$ cat src/rtl/period_meter.sv
// Measures period (rise-to-rise) and high time (rise-to-fall) of an asynchronous
// slow signal in clk cycles, with in-range flag and sticky loss-of-signal.
module period_meter #(
  parameter int CNT_W       = 27,
  parameter int EXP_PERIOD  = 50_000_000,
  parameter int TOL         = 1000,
  parameter int TIMEOUT_CYC = 100_000_000
) (
  input  logic             clk,
  input  logic             reset,
  input  logic             en,
  input  logic             sig_in,
  output logic [CNT_W-1:0] period,
  output logic [CNT_W-1:0] high_time,
  output logic             meas_valid,
  output logic             in_range,
  output logic             lost
);

  typedef enum logic {IDLE, MEASURE} state_t;

  localparam logic signed [CNT_W:0] EXP_S = (CNT_W+1)'(EXP_PERIOD);
  localparam logic signed [CNT_W:0] TOL_S = (CNT_W+1)'(TOL);
  localparam logic [CNT_W-1:0]      TO_C  = CNT_W'(TIMEOUT_CYC);

  logic s1, s2, s3;
  logic rise, fall;

  state_t           state, state_nxt;
  logic [CNT_W-1:0] cnt, cnt_nxt;
  logic [CNT_W-1:0] period_nxt, high_time_nxt;
  logic             mv_nxt, ir_nxt, lost_nxt;

  logic signed [CNT_W:0] diff, adiff;
  logic                  cnt_ok;

  // Sync chain runs independent of en so re-enable never sees a stale edge.
  always_ff @(posedge clk or posedge reset) begin
    if (reset) begin
      s1 <= 1'b0;
      s2 <= 1'b0;
      s3 <= 1'b0;
    end else begin
      s1 <= sig_in;
      s2 <= s1;
      s3 <= s2;
    end
  end

  assign rise = s2 & ~s3;
  assign fall = ~s2 & s3;

  // One bit of headroom keeps the signed difference from wrapping.
  assign diff   = $signed({1'b0, cnt}) - EXP_S;
  assign adiff  = (diff < 0) ? -diff : diff;
  assign cnt_ok = (adiff <= TOL_S);

  always_ff @(posedge clk or posedge reset) begin
    if (reset) begin
      state      <= IDLE;
      cnt        <= '0;
      period     <= '0;
      high_time  <= '0;
      meas_valid <= 1'b0;
      in_range   <= 1'b0;
      lost       <= 1'b0;
    end else begin
      state      <= state_nxt;
      cnt        <= cnt_nxt;
      period     <= period_nxt;
      high_time  <= high_time_nxt;
      meas_valid <= mv_nxt;
      in_range   <= ir_nxt;
      lost       <= lost_nxt;
    end
  end

  always_comb begin
    state_nxt     = state;
    cnt_nxt       = cnt;
    period_nxt    = period;
    high_time_nxt = high_time;
    mv_nxt        = 1'b0;
    ir_nxt        = in_range;
    lost_nxt      = lost;
    case (state)
      IDLE: begin
        cnt_nxt = '0;
        if (en && rise) begin
          state_nxt = MEASURE;
          cnt_nxt   = CNT_W'(1);
        end
      end
      MEASURE: begin
        if (!en) begin
          state_nxt = IDLE;
          cnt_nxt   = '0;
        end else if (rise) begin
          // A rise on the timeout cycle is still a valid measurement.
          period_nxt = cnt;
          cnt_nxt    = CNT_W'(1);
          mv_nxt     = 1'b1;
          ir_nxt     = cnt_ok;
          lost_nxt   = 1'b0;
        end else if (cnt == TO_C) begin
          state_nxt = IDLE;
          cnt_nxt   = '0;
          lost_nxt  = 1'b1;
          ir_nxt    = 1'b0;
        end else begin
          cnt_nxt = cnt + CNT_W'(1);
          if (fall) high_time_nxt = cnt;
        end
      end
      default: begin
        state_nxt = IDLE;
        cnt_nxt   = '0;
      end
    endcase
  end

endmodule

$ cat config.mk
export PLATFORM = sky130hd
export DESIGN_NAME = period_meter
export DESIGN_NICKNAME = d
export VERILOG_FILES = /design/src/rtl/period_meter.sv
export SDC_FILE = /design/constraint.sdc
export NUM_CORES = 1
export LEC_CHECK = 0
export ABC_CLOCK_PERIOD_IN_PS = 5400
export BUFFER_PORTS_ARGS = -buffer_cell sky130_fd_sc_hd__buf_4
export CAP_MARGIN = 0
export CORE_ASPECT_RATIO = 1.2
export CORE_UTILIZATION = 40
export CTS_CLUSTER_SIZE = 28
export DETAILED_ROUTE_END_ITERATION = 8
export PLACE_DENSITY_LB_ADDON = 0.05
export SETUP_SLACK_MARGIN = 0.4
export SLEW_MARGIN = 20
export SYNTH_ARGS = -nofsm -noshare
export SYNTH_HDL_FRONTEND = slang
export SYNTH_SLANG_ARGS = --single-unit
$ cat constraint.sdc
create_clock -name clk -period 5.4 [get_ports clk]
set_input_delay 0.81 -clock clk [delete_from_list [all_inputs] [get_ports clk]]
set_output_delay 0.81 -clock clk [all_outputs]
set_load 0.005 [all_outputs]
==> results of run 1 <==
==> cell families after synthesis <==
group           count (synthesis)
flops                          88
simple gates                  241
fa+ha+maj                       6
mux                            30
xor+xnor                       39
buf+inv                        56
compound gates                 95
==> Yosys cell counts, drive strengths merged, types with 4 or more instances <==
cell	n	share of area (%)
nor3b	6	0.90
and2	4	0.50
ha	6	1.5
nand4	11	1.5
xnor2	25	4.4
a31oi	4	0.50
or2	5	0.62
o21ai	26	2.6
or3	6	0.75
buf	10	1.0
nor2b	4	0.50
nor2	51	3.8
o22ai	4	0.62
a211o	4	0.72
xor2	14	2.4
mux2	27	6.1
nand3	16	1.6
nor3	17	1.9
nand2	101	7.6
inv	14	1.0
a21oi	19	2.0
clkbuf	32	2.4
dfrtp	88	44
==> metal layers <==
metal | share of wire [%] | up-vias | track usage, %
met5 | 0 | - | 0
met1 | 44 | 2085 | 28.0
met4 | 1.4 | 0 | 6.89
met2 | 52 | 94 | 40.2
li1 | - | 1989 | -
met3 | 2.7 | 13 | 3.45
==> worst max-delay path, cell delays in order, from the launching register on <==
cell and delay (ps):
dfrtp_1 530, inv_1 180, ha_1 230, or4b_1 640, a21o_4 320, a211oi_4 420, and3_1 220, a21oi_1 40
a221o_1 330, a2111oi_2 280, o2111ai_1 170, o22ai_2 120
==> worst min-delay path by stage <==
stage                     endpoint  slack [ps]  cells past startpoint
after floorplan                 s2         330                      0
after global placement          s2         330                      0
after detailed placement        s2         340                      0
after CTS                       s2         360                      0
after global routing            s2         360                      0
final                           s2         350                      0
==> metrics by stage <==
| step | std cells | power, W |
|---|---|---|
| floorplan | 555 | 0.000708 |
| global placement | 737 | 0.000725 |
| detailed placement | 737 | 0.000727 |
| CTS | 753 | 0.00136 |
| global route | 753 | 0.00139 |
| finish | 753 | 0.00134 |
==> where the power goes <==
group / total, W / internal [W] / leakage [nW] / switching, W
registers: 0.000669 / 0.000665 / 1.22 / 0.00000435
logic: 0.0000433 / 0.0000137 / 1.22 / 0.0000296
clock network: 0.000628 / 0.000361 / 0.139 / 0.000266
total: 0.00134 / 0.00104 / 2.58 / 0.000300
==> layout make-up <==
class | count | area share, %
tap | 161 | 3.46
clock inverter | 6 | 1.16
clock buffer | 10 | 3.94
inverter | 14 | 0.925
timing repair buffer | 63 | 8.13
sequential | 88 | 37.8
multi-input combinational | 411 | 44.5
==> load_flow_metrics.sql, run 1 <==
INSERT INTO impl_metrics (metric_group, metric, value, unit) VALUES
('status', 'status', 'finished clean', ''),
('clock_tree', 'tritoncts_num_sinks', '88', ''),
('synthesis', 'ys_async_sr_fraction', '100', '%'),
('sta', 'timing.fmax', '280', 'MHz'),
('route', 'drt-wirelength-per-cell', '18.6', 'µm'),
('route', 'vias_per_cell', '5.55', ''),
('synthesis', 'synth.ff_latch_count', '88', ''),
('synthesis', 'syn_inst', '555', ''),
('final_layout', 'finish.instance_area', '5820', 'µm²'),
('setup_path', 'cp.required', '5670', 'ps'),
('clock_tree', 'insertion_delay_of_the_later_clocked_pin_in_the_worst_skew_pair', '350', 'ps'),
('final_layout', 'num-nets-final', '597', ''),
('global_route', 'number_of_antenna_violations_at_the_first_check_in_global_routing', '0', ''),
('final_layout', 'fin_util', '47.8', '%'),
('power_and_ir_drop', 'powerDensity', '230', 'nW/µm²'),
('synthesis', 'postSynthAreaPerCell', '9.02', 'µm²'),
('sta', 'maxSlewHeadroom', '47.8', '%'),
('floorplanning', 'die_w', '104', 'µm'),
('final_layout', 'register_area', '2200', 'µm²'),
('synthesis', 'synthMuxAreaShare', '6.67', '%'),
('final_layout', 'most-common-layout-cells', '101 x nand2_1, 88 x dfrtp_1, 63 x buf_4', ''),
('global_route', 'grt_first_pass_wirelength', '22.8', 'mm'),
('final_layout', 'drive_gt1_share', '21.5', '%'),
('final_layout', 'largestRegisters', 'cnt: 27 flops, high_time: 27 flops, period: 27 flops', ''),
('floorplanning', 'floorplan.die_area', '13000', 'µm²'),
('placement', 'port-buffer-count', '60', ''),
('clock_tree', 'path_clk_slew', '70', 'ps'),
('setup_path', 'worst-r2r-cell-count', '11', ''),
('sta', 'setup_violations', '0', ''),
('setup_path', 'critPathCaptureType', 'register', ''),
('final_layout', 'areaGrowthSynthToFinish', '16.2', '%'),
('setup_path', 'critical_path.startpoint_type', 'register', ''),
('placement', 'detailed_place_hpwl', '10.2', 'mm'),
('clock_tree', 'post_cts_resized', '0', ''),
('placement', 'gpl.final_weighted_congestion', '0.854', ''),
('synthesis', 'number_of_enable_flip_flop_cells_after_synthesis', '0', ''),
('floorplanning', 'core', '12200', 'µm²'),
('clock_tree', 'hold_buffers', '0', ''),
('synthesis', 'synth-simple-area-share', '23.0', '%'),
('route', 'drt_first_iter_violations', '179', ''),
('power_and_ir_drop', 'power.static_leakage', '2.58', 'nW'),
('sta', 'worst_slew_pin_slew', '783', 'ps'),
('route', 'drt_pass1_iterations', '5', ''),
('synthesis', 'ys.warnings.count', '0', ''),
('clock_tree', 'cts-buffers-inserted', '9', ''),
('sta', 'final_min_period_over_clock_period', '66.1', '%'),
('sta', 'grt_setup_unrepaired', 'no', ''),
('floorplanning', 'floorplan.rows', '44', ''),
('clock_tree', 'cts_tree', 'done', ''),
('synthesis', 'netlist_area_pre_place', '5010', 'µm²'),
('synthesis', 'synthAdderAreaFrac', '1.50', '%'),
('setup_path', 'timing.setup.critical_path_class', 'register to register', ''),
('setup_path', 'worstPathArrival', '3840', 'ps'),
('clock_tree', 'cts_root_buffer', 'clkbuf_16', ''),
('synthesis', 'dominantRegCellSynth', 'dfrtp_1', ''),
('min_path', 'hp-start', 's1', ''),
('final_layout', 'final.fill_count', '1179', ''),
('global_route', 'grtUsageTotal', '22.6', '%'),
('global_route', 'vias_in_the_first_global_route', '4200', ''),
('flow_run', 'max_cap_viol_count', '0', ''),
('synthesis', 'synth_sequential_area_ratio', '44.0', '%'),
('sta', 'finalHoldViolCount', '0', ''),
('clock_tree', 'max-clock-path-buffers', '2', ''),
('synthesis', 'synth_compound_area_share', '13.5', '%'),
('sta', 'timing.final.max_slew_violations', '0', ''),
('power_and_ir_drop', 'vdd_drop_max', '0.130', 'mV'),
('placement', 'area_after_dpl', '5520', 'µm²'),
('setup_path', 'endpoint', 'in_range', ''),
('setup_path', 'critPathLaunch', 'cnt[7]', ''),
('final_layout', 'multi_input_combinational_cell_area', '2590', 'µm²'),
('floorplanning', 'top_level_ports', '61', '');
Note: power is estimated with default switching activity, not from simulation.
==> inputs of run 2 (changes only) <==
Settings changed: ABC_AREA from default to 1, ABC_CLOCK_PERIOD_IN_PS 5400 to 3100.
Clock period 5.4 ns to 3.1 ns, I/O delays scaled along.
==> load_flow_metrics.sql, run 2 <==
INSERT INTO impl_metrics (metric_group, metric, value, unit) VALUES
('sta', 'worst_slew_pin_slew', '478', 'ps'),
('setup_path', 'critPathLaunch', 'cnt[0]', ''),
('sta', 'finalHoldViolCount', '0', ''),
('final_layout', 'largestRegisters', 'cnt: 27 flops, high_time: 27 flops, period: 27 flops', ''),
('final_layout', 'n_antenna_cell', '0', ''),
('synthesis', 'ys_async_sr_fraction', '100', '%'),
('min_path', 'min-delay-path-class', 'input pin to register', ''),
('final_layout', 'multi_input_combinational_cell_area', '2850', 'µm²'),
('synthesis', 'synthesis.nets', '723', ''),
('synthesis', 'synth_sequential_area_ratio', '41.1', '%'),
('setup_path', 'critical_path.startpoint_type', 'register', ''),
('setup_path', 'critical_path_s_most_frequent_cell', 'nand2_1', ''),
('synthesis', 'number_of_enable_flip_flop_cells_after_synthesis', '0', ''),
('power_and_ir_drop', 'power.switching_fraction', '24.7', '%'),
('floorplanning', 'floorplan.initialDensity', '41.7', '%'),
('setup_path', 'timing.setup.critical_path_class', 'register to register', ''),
('sta', 'layout_min_cycle_time', '2480', 'ps'),
('sta', 'setup_violations', '0', ''),
('sta', 'timing.final.max_slew_violations', '0', ''),
('route', 'vias_per_cell', '5.11', ''),
('synthesis', 'synthDominantCellAreaShare', '41.1', '%'),
('sta', 'maxSlewHeadroom', '68.1', '%'),
('synthesis', 'ys.warnings.count', '0', ''),
('route', 'drt_first_iter_violations', '178', ''),
('global_route', 'number_of_antenna_violations_at_the_first_check_in_global_routing', '0', ''),
('synthesis', 'synthTopCellsByArea', 'dfrtp_1 41%, nand2_1 16%, nand3_1 6.4%', ''),
('power_and_ir_drop', 'power.total', '0.00280', 'W'),
('global_route', 'gr-total-overflow', '0', ''),
('setup_path', 'slowest_stage', 'dfrtp_1', ''),
('floorplanning', 'top_level_ports', '61', ''),
('clock_tree', 'max-clock-path-buffers', '2', ''),
('final_layout', 'drive_gt1_share', '23.0', '%'),
('synthesis', 'post-synth-top-area-cell', 'dfrtp_1', ''),
('power_and_ir_drop', 'power.static_leakage', '3.14', 'nW'),
('status', 'status', 'finished clean', ''),
('floorplanning', 'floorplan.die_area', '13900', 'µm²'),
('final_layout', 'most-common-layout-cells', '221 x nand2_1, 81 x dfrtp_1, 73 x buf_4', ''),
('power_and_ir_drop', 'intPower', '0.00211', 'W'),
('global_route', 'grt_max_degree', '89', ''),
('final_layout', 'areaGrowthSynthToFinish', '20.0', '%'),
('final_layout', 'final.fill_count', '1276', ''),
('placement', 'port-buffer-count', '60', ''),
('setup_path', 'worst-r2r-cell-count', '18', ''),
('setup_path', 'rrSetupSlack', '620', 'ps'),
('global_route', 'vias_in_the_first_global_route', '4874', ''),
('final_layout', 'most_common_cell_after_layout_fill_and_taps_aside', 'nand2_1', ''),
('sta', 'timing.fmax', '403', 'MHz'),
('global_route', 'grt_first_pass_wirelength', '24.4', 'mm'),
('power_and_ir_drop', 'powerDensity', '436', 'nW/µm²'),
('floorplanning', 'floorplan.die.height', '129', 'µm'),
('synthesis', 'netlist_top_cells_count', '231 x nand2_1, 88 x dfrtp_1, 69 x nand3_1', ''),
('setup_path', 'worstPathArrival', '2770', 'ps'),
('clock_tree', 'insertion_delay_of_the_later_clocked_pin_in_the_worst_skew_pair', '350', 'ps'),
('sta', 'final_min_period_over_clock_period', '80.0', '%'),
('route', 'detail_route.wirelength', '14.6', 'mm'),
('sta', 'grt_setup_unrepaired', 'yes', ''),
('route', 'route.vias.total', '4847', ''),
('placement', 'gpl.final_weighted_congestion', '0.832', ''),
('synthesis', 'syn_inst', '713', ''),
('placement', 'detailed_place_hpwl', '11.0', 'mm'),
('clock_tree', 'cts_root_buffer', 'clkbuf_16', ''),
('route', 'drt-wirelength-per-cell', '15.4', 'µm'),
('power_and_ir_drop', 'clockPowerShare', '40.2', '%'),
('synthesis', 'dominantRegCellSynth', 'dfrtp_1', ''),
('clock_tree', 'path_clk_slew', '70', 'ps'),
('power_and_ir_drop', 'power.share.sequential', '47.1', '%'),
('setup_path', 'cp.required', '3390', 'ps'),
('route', 'drc', '0', ''),
('route', 'drt_pass1_iterations', '4', ''),
('min_path', 'min_path_cells', '1', ''),
('final_layout', 'num-nets-final', '789', ''),
('power_and_ir_drop', 'p_switching', '0.000693', 'W'),
('flow_run', 'max_cap_viol_count', '0', ''),
('setup_path', 'cpPeakStageDelay', '440', 'ps'),
('clock_tree', 'tritoncts_num_sinks', '88', ''),
('clock_tree', 'cts_tree', 'done', ''),
('global_route', 'grtUsageTotal', '22.9', '%'),
('synthesis', 'netlist_area_pre_place', '5360', 'µm²'),
('setup_path', 'rr_endpoint', 'in_range', ''),
('setup_path', 'endpoint', 'in_range', ''),
('synthesis', 'yosysMostFrequentCell', 'nand2_1', ''),
('synthesis', 'postSynthAreaPerCell', '7.52', 'µm²'),
('floorplanning', 'die_w', '108', 'µm'),
('floorplanning', 'core', '12800', 'µm²'),
('route', 'postRouteAntennaNets', '0', ''),
('setup_path', 'critPathCaptureType', 'register', ''),
('clock_tree', 'cts_max_level', '3', ''),
('synthesis', 'count_of_different_cell_masters_after_synthesis', '40', ''),
('power_and_ir_drop', 'power.combinational.fraction', '12.7', '%'),
('setup_path', 'path_cells', 'inv_1 > ha_2 > nand3_1 > inv_1 > nand2_2 > nor2_4 > nand3_2 > nor2_4 > nand2_4 > nor2_4 > nand2_1 > nand2_2 > nand2_1 > nand2_1 > nand3_1 > nor3_2 > nand3_1 > nand2_1', ''),
('final_layout', 'register_area', '2210', 'µm²'),
('clock_tree', 'cts-buffers-inserted', '9', ''),
('setup_path', 'cp_max_fo', '4', ''),
('setup_path', 'crit-reg2reg-launch', 'cnt[0]', ''),
('synthesis', 'synth.ff_latch_count', '88', ''),
('power_and_ir_drop', 'vdd_drop_max', '0.392', 'mV'),
('sta', 'fin_setup_tns', '0', 'ps'),
('sta', 'fin_skew', '10.5', 'ps'),
('floorplanning', 'floorplan.rows', '45', '');
-- run 2: changes by cell type in the layout (fill, tap and decap cells not counted), sizes merged, moves of 6 or more --
cell | before | now
or3 | 6 | 0
nand2 | 101 | 243
nand3 | 16 | 73
inv | 15 | 68
mux2 | 27 | 0
buf | 63 | 76
o21a | 2 | 29
o21ai | 26 | 40
xnor2 | 25 | 0
nor2 | 51 | 73
a21oi | 19 | 9
-- run 2: logic make-up after synthesis --
| kind of cell | count (synthesis) | synth area share [%] |
|---|---|---|
| xor+xnor | 12 | 1.96 |
| buf+inv | 88 | 7.70 |
| simple gates | 430 | 37.3 |
| fa+ha+maj | 6 | 1.40 |
| flops | 88 | 41.1 |
| compound gates | 89 | 10.5 |
-- run 2: per-stage QoR --
step	utilization, %	hold WS, ps	cell area [µm²]	std cells	setup slack (ps)
after CTS	48.8	210	6270	941	416
after detailed placement	46.4	341	5960	925	294
after global routing	50.1	201	6430	948	393
final	50.1	224	6430	948	621
after floorplan	-	331	5360	713	633
after global placement	46.4	342	5960	925	382
-- run 2: repair_timing --
item	in CTS	in global routing
hold buffers	0	0
buffers inserted	0	7
endpoints found under the setup margin	1	2
cloned	0	0
pin swaps	0	8
gates resized for setup	2	40
-- run 2: power groups by stage --
stage               clock network (W)  logic, W  registers [W]
floorplan                           0  0.000147        0.00134
detailed placement                  0  0.000366        0.00134
CTS                           0.00116  0.000365        0.00132
global route                  0.00120  0.000395        0.00134
finish                        0.00113  0.000357        0.00132
global placement                    0  0.000361        0.00134
-- run 2: worst max-delay path: cells and delay by family, from the launching register on --
| family | cells | cell delay (ps) |
|---|---|---|
| adder cells (fa/ha/maj) | 1 | 190 |
| flip-flops | 1 | 440 |
| AND/OR/NAND/NOR | 15 | 1550 |
| buffers and inverters | 2 | 230 |
-- run 2: layout make-up --
class / instances / area share, %
clock buffer: 10 / 3.56
inverter: 67 / 4.05
clock inverter: 6 / 1.15
tap: 164 / 3.19
timing repair buffer: 76 / 9.32
sequential: 88 / 34.4
multi-input combinational: 537 / 44.4
-- run 2: metal layers --
layer | global-route usage [%] | part of all wire, % | up-vias
met5 | 0 | 0 | -
met4 | 7.82 | 2.5 | 0
met3 | 4.41 | 3.5 | 26
met2 | 43.2 | 53 | 102
met1 | 25.4 | 41 | 2253
li1 | - | - | 2466
-- run 2: worst min-delay path by stage --
stage / startpoint / end / slack, ps
after floorplan: s1 / s2 / 330
after global placement: s1 / s2 / 340
after detailed placement: s1 / s2 / 340
after CTS: sig_in / s1 / 210
after global routing: sig_in / s1 / 200
final: sig_in / s1 / 220
